**config.mk**
```make
export PLATFORM = sky130hd
export DESIGN_NAME = cla_32bit_addsub
export DESIGN_NICKNAME = d
export VERILOG_FILES = /design/src/rtl/alu_pkg.sv /design/src/rtl/cla_4bit_block.sv /design/src/rtl/cla_32bit_addsub.sv
export SDC_FILE = /design/constraint.sdc
export NUM_CORES = 1
export LEC_CHECK = 0
export ABC_CLOCK_PERIOD_IN_PS = 1700
export BUFFER_PORTS_ARGS = -buffer_cell sky130_fd_sc_hd__buf_2
export CAP_MARGIN = 30
export CORE_MARGIN = 4
export CORE_UTILIZATION = 45
export CTS_CLUSTER_SIZE = 25
export DETAILED_ROUTE_END_ITERATION = 10
export GPL_TIMING_DRIVEN = 0
export PLACE_DENSITY = 0.81
export SLEW_MARGIN = 0
export SYNTH_ARGS = -nofsm -noshare
export SYNTH_HDL_FRONTEND = slang
export SYNTH_HIERARCHICAL = 1
export SYNTH_SLANG_ARGS = --single-unit
```
**constraint.sdc**
```tcl
create_clock -name clk -period 1.7 [get_ports clk]
set_clock_uncertainty 0.1 [all_clocks]
set_input_delay 0.085 -clock clk [delete_from_list [all_inputs] [get_ports clk]]
set_output_delay 0.085 -clock clk [all_outputs]
set_load 0.01 [all_outputs]
```
**src/rtl/alu_pkg.sv**
```systemverilog
// Shared constants for the ALU arithmetic slice.
package alu_pkg;

    localparam int ALU_WIDTH = 32;
    localparam int CLA_BLOCK = 4;

    // Value of cin selecting each operation.
    localparam logic MODE_ADD = 1'b0;
    localparam logic MODE_SUB = 1'b1;

endpackage : alu_pkg

```
**src/rtl/cla_4bit_block.sv**
```systemverilog
// 4-bit carry-lookahead group: local sum bits plus group generate/propagate
// for the second-level lookahead in the parent.
module cla_4bit_block (
    input  logic [3:0] a,
    input  logic [3:0] b,
    input  logic       c_in,
    output logic [3:0] s,
    output logic       g_grp,
    output logic       p_grp,
    output logic       c3
);

    logic [3:0] g;
    logic [3:0] p;
    logic [3:0] c;

    // Flat lookahead inside the group: every carry comes from g/p and c_in.
    always_comb begin
        g     = a & b;
        p     = a ^ b;
        c[0]  = c_in;
        c[1]  = g[0] | (p[0] & c_in);
        c[2]  = g[1] | (p[1] & g[0]) | (p[1] & p[0] & c_in);
        c[3]  = g[2] | (p[2] & g[1]) | (p[2] & p[1] & g[0])
              | (p[2] & p[1] & p[0] & c_in);
        s     = p ^ c;
        g_grp = g[3] | (p[3] & g[2]) | (p[3] & p[2] & g[1])
              | (p[3] & p[2] & p[1] & g[0]);
        p_grp = &p;
        c3    = c[3];
    end

endmodule : cla_4bit_block

```
**src/rtl/cla_32bit_addsub.sv**
```systemverilog
// 32-bit two-level carry-lookahead adder/subtractor with registered result,
// carry out and signed compare flags (neq, lt). One-cycle latency, accepts a
// new operation every clock.
module cla_32bit_addsub
    import alu_pkg::*;
#(
    parameter int WIDTH = ALU_WIDTH,
    parameter int BLOCK = CLA_BLOCK
) (
    input  logic             clk,
    input  logic             rst,
    input  logic [WIDTH-1:0] a,
    input  logic [WIDTH-1:0] b,
    input  logic             cin,
    output logic [WIDTH-1:0] sum,
    output logic             cout,
    output logic             neq,
    output logic             lt
);

    localparam int NGRP = WIDTH / BLOCK;

    logic [WIDTH-1:0] bx;
    logic [WIDTH-1:0] s_next;
    logic [NGRP-1:0]  grp_g;
    logic [NGRP-1:0]  grp_p;
    logic [NGRP-1:0]  grp_c3;
    logic [NGRP:0]    grp_cin;
    logic             c31;
    logic             cout_next;
    logic             ovf;

    logic [WIDTH-1:0] sum_d,  sum_q;
    logic             cout_d, cout_q;
    logic             neq_d,  neq_q;
    logic             lt_d,   lt_q;

    // Subtract is a + ~b + 1; the +1 is the carry into bit 0 (cin itself).
    assign bx = b ^ {WIDTH{cin == MODE_SUB}};

    for (genvar gi = 0; gi < NGRP; gi++) begin : g_blk
        cla_4bit_block u_blk (
            .a     (a[gi*BLOCK +: BLOCK]),
            .b     (bx[gi*BLOCK +: BLOCK]),
            .c_in  (grp_cin[gi]),
            .s     (s_next[gi*BLOCK +: BLOCK]),
            .g_grp (grp_g[gi]),
            .p_grp (grp_p[gi]),
            .c3    (grp_c3[gi])
        );
    end

    // Second-level lookahead: each group carry is a flat sum of products of
    // group G/P and cin, so no carry ripples from one group to the next.
    always_comb begin
        logic term;
        term       = 1'b0;
        grp_cin    = '0;
        grp_cin[0] = cin;
        for (int i = 1; i <= NGRP; i++) begin
            term = cin;
            for (int k = 0; k < i; k++) begin
                term = term & grp_p[k];
            end
            grp_cin[i] = term;
            for (int j = 0; j < i; j++) begin
                term = grp_g[j];
                for (int k = j + 1; k < i; k++) begin
                    term = term & grp_p[k];
                end
                grp_cin[i] = grp_cin[i] | term;
            end
        end
    end

    assign c31       = grp_c3[NGRP-1];
    assign cout_next = grp_cin[NGRP];
    assign ovf       = c31 ^ cout_next;

    // Next register values: result, carry out and overflow-corrected flags.
    always_comb begin
        sum_d  = s_next;
        cout_d = cout_next;
        neq_d  = |s_next;
        lt_d   = s_next[WIDTH-1] ^ ovf;
    end

    // Output registers; async reset drops any in-flight result.
    always_ff @(posedge clk or posedge rst) begin
        if (rst) begin
            sum_q  <= '0;
            cout_q <= 1'b0;
            neq_q  <= 1'b0;
            lt_q   <= 1'b0;
        end else begin
            sum_q  <= sum_d;
            cout_q <= cout_d;
            neq_q  <= neq_d;
            lt_q   <= lt_d;
        end
    end

    assign sum  = sum_q;
    assign cout = cout_q;
    assign neq  = neq_q;
    assign lt   = lt_q;

endmodule : cla_32bit_addsub

```
==> results.ini, run 1 <==
[drt]
via_count=2750
drt_first_pass_iters=4
detail-route-antenna-nets=0
wl_per_cell_um=16.36
vias_per_cell=5.140
routed-wl-met2_mm=4.927
highest_layer=met4
wl_met1_mm=3.338
post-route-drc-count=0
wl_met3_um=381
wirelength_mm=8.750
drtIter0Drc=53

[sta]
period_share_pct=198.5
min_period_ns=3.374
hold_viol=0
setup_viol=31
rsz0062_at_grt=true
fin_ws_ns=-1.674
worst_pin_slew_ns=0.7846
worst_slew_margin_rel_pct=47.64
drv_slew=0
timing.fmax_ghz=0.2963

[clocking]
cts_max_path_buffers=2
cts_tree=yes
htree_levels=2
cts.clk_slew.worst_paths_ns=0.07
cts-root-buf=clkbuf_8
cts.sinks=35
numCtsBuffers=5

[place]
place_congestion=0.7849
numPortBuffers=101
place_hpwl_mm=5.745
numPlacedInstances=465
pre_cts_ws_ns=-2.242

[global_routing]
track_usage_pct=20.86
grt_first_pass_wirelength_mm=13.69
grt_overflow=0
grt_pass1_vias=2907
antenna_found_initial=0
grt_max_degree=19

[layout]
syn_to_final_growth_pct=62.80
nets=573
stdcell_count=535
diodes=0
fillers=424
drive_gt1_share_pct=63.76

[outcome]
violations=setup timing
outcome=finished with violations

[floorplan]
start_util_pct=46.87
core_sq_um=6422
die_x_um=89.79
core.rowCount=29
die_area_sq_um=8062
die_h_um=89.79
ios=102

[power_and_ir_drop]
power_density_nw_per_um2=871.9
cellLeakagePower_nw=2.462
ir_worst_vdd_v=0.0003933

[synth]
postSynthAreaPerCell_sq_um=10.53
ys_warn_count=6
synth_fp_nets=401
netlist_instances=286
syn_area_sq_um=3010

[critical_path]
setup.worst_path.start_class=input port
crit_type=input port to register
crit_required_ns=1.77
end_kind=register
crit_arrival_ns=3.44
cp_max_fo=5

[run]
drv_cap=0

[worst_hold_path]
hold_path.class=input port to register
worstHoldStart=a[19]
min_to=sum[19]
holdPathStages=3

-- sequential cells by signal (all words and copies together) (netlist names) --
name,count
cout,1
lt,1
neq,1
sum,32
-- power breakdown --
| part | switching (mW) | total, mW | internal (mW) |
|---|---|---|---|
| Combinational | 1.23 | 2.50 | 1.28 |
| Clock | 0.287 | 0.604 | 0.318 |
| Sequential | 0.0706 | 1.16 | 1.09 |
| Total | 1.58 | 4.27 | 2.69 |
-- per-stage QoR --
stage	cell area (sq um)	util (%)	TNS (ns)	total power, mW	hold slack [ns]
after floorplan	3094	-	-20.72	2.356	0.1393
after global placement	3696	57.55	-32.82	2.878	0.3862
after detailed placement	3724	57.98	-34.67	2.945	0.1687
after CTS	4544	70.76	-23.49	4.022	0.1059
after global routing	4901	76.31	-26.69	4.537	0.08619
final	4901	76.31	-24.89	4.273	0.08794
-- per-layer routing --
| metal | up-vias | GRT usage [%] |
|---|---|---|
| met3 | 12 | 3.506 |
| met5 | - | 0 |
| li1 | 1310 | - |
| met4 | 0 | 4.342 |
| met2 | 100 | 41.73 |
| met1 | 1328 | 22.82 |
-- cells in the final DEF, fill, tap and decap left out, types with 7 or more instances in the layout --
cell type / instances
nand4_1: 10
buf_2: 100
xor2_1: 24
xnor2_2: 18
a21o_1: 13
buf_4: 37
dfrtp_1: 35
buf_6: 22
fa_2: 7
and3_4: 8
ha_1: 29
inv_1: 29
inv_2: 11
a21oi_2: 15
-- how the worst max path moves through the flow --
stage / from / to / slack, ns / cells after the start
detailed placement: cin / neq / -2.24 / 18
finish: cin / neq / -1.67 / 19
global route: cin / neq / -1.75 / 19
CTS: cin / neq / -1.65 / 19
global placement: cin / neq / -2.15 / 18
floorplan: cin / neq / -1.44 / 17
-- cell type report --
cell class / count / area [sq um] / share of cell area [%]
timing repair buffer: 165 / 1141 / 23.28
sequential: 35 / 875.8 / 17.87
clock inverter: 1 / 5.005 / 0.1021
inverter: 42 / 162.7 / 3.319
clock buffer: 6 / 82.58 / 1.685
tap: 77 / 96.34 / 1.966
buffer: 4 / 75.07 / 1.532
multi-input combinational: 205 / 2462 / 50.24
-- worst max-delay path, cell delays in order --
cell      delay, ns
buf_8          0.10
buf_12         0.13
buf_12         0.13
xor2_1         0.17
ha_1           0.34
a21oi_2        0.18
and2_4         0.17
o21bai_4       0.05
a21o_1         0.19
a21oi_4        0.19
nand2_4        0.06
a21o_1         0.18
a21o_1         0.22
a21o_1         0.20
a21oi_2        0.19
xnor2_2        0.12
nor4_4         0.33
nand4_1        0.15
or2_4          0.25
-- what timing repair did --
item / 4_1_cts / 5_1_grt
pin swaps: 61 / 50
resized for setup: 85 / 40
setup endpoints to repair: 31 / 31
buffers inserted: 50 / 19
endpoints found under the hold margin: 17 / 0
cloned: 1 / 0
hold buffers: 1 / 0
No activity file was read; power rests on OpenSTA's default activity.
==> run 2: changes to the inputs <==
--- a/config.mk
+++ b/config.mk
@@ -9,11 +9,11 @@
 export BUFFER_PORTS_ARGS = -buffer_cell sky130_fd_sc_hd__buf_2
 export CAP_MARGIN = 30
 export CORE_MARGIN = 4
-export CORE_UTILIZATION = 45
+export CORE_UTILIZATION = 30
 export CTS_CLUSTER_SIZE = 25
 export DETAILED_ROUTE_END_ITERATION = 10
 export GPL_TIMING_DRIVEN = 0
-export PLACE_DENSITY = 0.81
+export PLACE_DENSITY = 0.6
 export SLEW_MARGIN = 0
 export SYNTH_ARGS = -nofsm -noshare
 export SYNTH_HDL_FRONTEND = slang
==> results.ini, run 2 (synthesized netlist as in run 1, its figures left out) <==
[drt]
drt_first_pass_iters=4  ; unchanged
post-route-drc-count=0  ; unchanged
detail-route-antenna-nets=0  ; unchanged
wirelength_mm=7.942  ; was 8.750 mm
via_count=2567  ; was 2750
vias_per_cell=4.527  ; was 5.140
wl_per_cell_um=14.01  ; was 16.36 um
drtIter0Drc=48  ; was 53

[place]
place_congestion=0.7818  ; was 0.7849
place_hpwl_mm=5.927  ; was 5.745 mm
numPortBuffers=101  ; unchanged
pre_cts_ws_ns=-2.280  ; was -2.242 ns
dpl-instance-area_sq_um=3794  ; was 3724 sq um

[floorplan]
core_sq_um=9774  ; was 6422 sq um
die_area_sq_um=11700  ; was 8062 sq um
core.rowCount=36  ; was 29
ios=102  ; unchanged
start_util_pct=30.80  ; was 46.87%
die_x_um=108.2  ; was 89.79 um
die_h_um=108.2  ; was 89.79 um

[layout]
largest_register_ffs=32  ; unchanged
final_cell_mix=100 x buf_2, 35 x dfrtp_1, 31 x ha_1  ; was 100 x buf_2, 37 x buf_4, 35 x dfrtp_1
diodes=0  ; unchanged
final_common_cell=buf_2  ; unchanged
final_area_sq_um=4716  ; was 4901 sq um
utilization_pct=48.25  ; was 76.31%
syn_to_final_growth_pct=56.65  ; was 62.80%
nets=548  ; was 573
drive_gt1_share_pct=60.60  ; was 63.76%

[power_and_ir_drop]
power_density_nw_per_um2=881.2  ; was 871.9 nW/um^2
ir_worst_vdd_v=0.0003885  ; was 0.0003933 V
cellLeakagePower_nw=2.331  ; was 2.462 nW

[sta]
setup_viol=31  ; unchanged
min_period_ns=3.224  ; was 3.374 ns
worst_slew_margin_rel_pct=51.30  ; was 47.64%
rsz0062_at_grt=true  ; unchanged
period_share_pct=189.6  ; was 198.5%
hold_viol=0  ; unchanged
fin_ws_ns=-1.524  ; was -1.674 ns
worst_pin_slew_ns=0.7297  ; was 0.7846 ns
whs_ns=0.09577  ; was 0.08794 ns
drv_slew=0  ; unchanged
finalSetupTns_ns=-22.43  ; was -24.89 ns
timing.fmax_ghz=0.3102  ; was 0.2963 GHz

[clocking]
cts.clk_slew.worst_paths_ns=0.07  ; about the same
cts-root-buf=clkbuf_8  ; unchanged
cts_tree=yes  ; unchanged
htree_levels=2  ; unchanged
numCtsBuffers=5  ; unchanged
cts_max_path_buffers=2  ; unchanged
cts.sinks=35  ; unchanged

[critical_path]
path_buf_inv=4  ; was 3
crit_required_ns=1.77  ; about the same
end_kind=register  ; unchanged
crit_type=input port to register  ; unchanged
cp_slowest_stage_delay_ns=0.38  ; was 0.34 ns
crit_slowest_cell=fa_2  ; was ha_1
crit_arrival_ns=3.30  ; was 3.44 ns
crit_family=simple AND/OR/NAND/NOR gates  ; was compound AO/OA/AOI/OAI gates
cp_max_fo=5  ; unchanged
crit_path_cell_trace=buf_8, buf_12, buf_12, xor2_1, ha_1, nand3_2, and2_4, o21bai_4, a21o_4, nand4_4, nand2_4, a21o_1, a21o_1, inv_2, fa_2, xnor2_4, nor4_4, nand4_1, or2_4  ; was buf_8, buf_12, buf_12, xor2_1, ha_1, a21oi_2, and2_4, o21bai_4, a21o_1, a21oi_4, nand2_4, a21o_1, a21o_1, a21o_1, a21oi_2, xnor2_2, nor4_4, nand4_1, or2_4
setup.worst_path.start_class=input port  ; unchanged

[global_routing]
track_usage_pct=13.20  ; was 20.86%
grt_overflow=0  ; unchanged
grt_pass1_vias=2686  ; was 2907
antenna_found_initial=0  ; unchanged
grt_first_pass_wirelength_mm=12.37  ; was 13.69 mm
grt_max_degree=21  ; was 19

[run]
drv_cap=0  ; unchanged

[worst_hold_path]
min_to=sum[21]  ; was sum[19]
holdPathStages=3  ; unchanged
hold_path.class=input port to register  ; unchanged
worstHoldStart=a[21]  ; was a[19]

[outcome]
outcome=finished with violations  ; unchanged
violations=setup timing  ; unchanged

==> run 2: layout make-up <==
type,count,area (sq um)
Inverter,42,157.7
Tap cell,133,166.4
Timing Repair Buffer,140,888.4
Clock inverter,1,5.005
Fill cell,938,5059
Multi-Input combinational cell,205,2479
Clock buffer,7,76.32
Sequential cell,35,875.8
Buffer,4,67.56
==> run 2: what timing repair did <==
action | in CTS | in global routing
resized for setup | 67 | 38
setup endpoints to repair | 31 | 31
hold buffers | 1 | 0
setup buffers | 27 | 10
cloned | 1 | 0
pin swaps | 46 | 53
endpoints found under the hold margin | 15 | 0
==> run 2: metrics by stage <==
stage | cells | total power, mW
2_1_floorplan | 286 | 2.356
3_3_place_gp | 520 | 2.930
3_5_place_dp | 521 | 2.957
4_1_cts | 558 | 3.955
5_1_grt | 567 | 4.443
6_report | 567 | 4.156
==> run 2: routing by layer <==
| layer | vias to the layer above | global-route usage (%) | part of all wire [%] |
|---|---|---|---|
| met2 | 61 | 23.89 | 52 |
| li1 | 1254 | - | - |
| met1 | 1246 | 16.39 | 42 |
| met5 | - | 0 | 0 |
| met4 | 0 | 2.435 | 0.72 |
| met3 | 6 | 2.567 | 4.7 |
==> run 2: worst min-delay path, stage by stage <==
cell and delay, ns:
buf_2 0.10, ha_4 0.17, xnor2_2 0.08
==> run 2: worst max-delay path by stage <==
stage | startpoint | end | slack (ns) | depth (start not counted)
after floorplan | cin | neq | -1.44 | 17
after global placement | cin | neq | -2.26 | 17
final | cin | neq | -1.52 | 19
after global routing | cin | neq | -1.63 | 19
after CTS | cin | neq | -1.59 | 19
after detailed placement | cin | neq | -2.28 | 17
==> run 2: where the power goes <==
part           switching (mW)  internal [mW]  total (mW)
sequential             0.0691           1.09        1.16
combinational            1.19           1.23        2.42
clock                   0.288          0.288       0.575
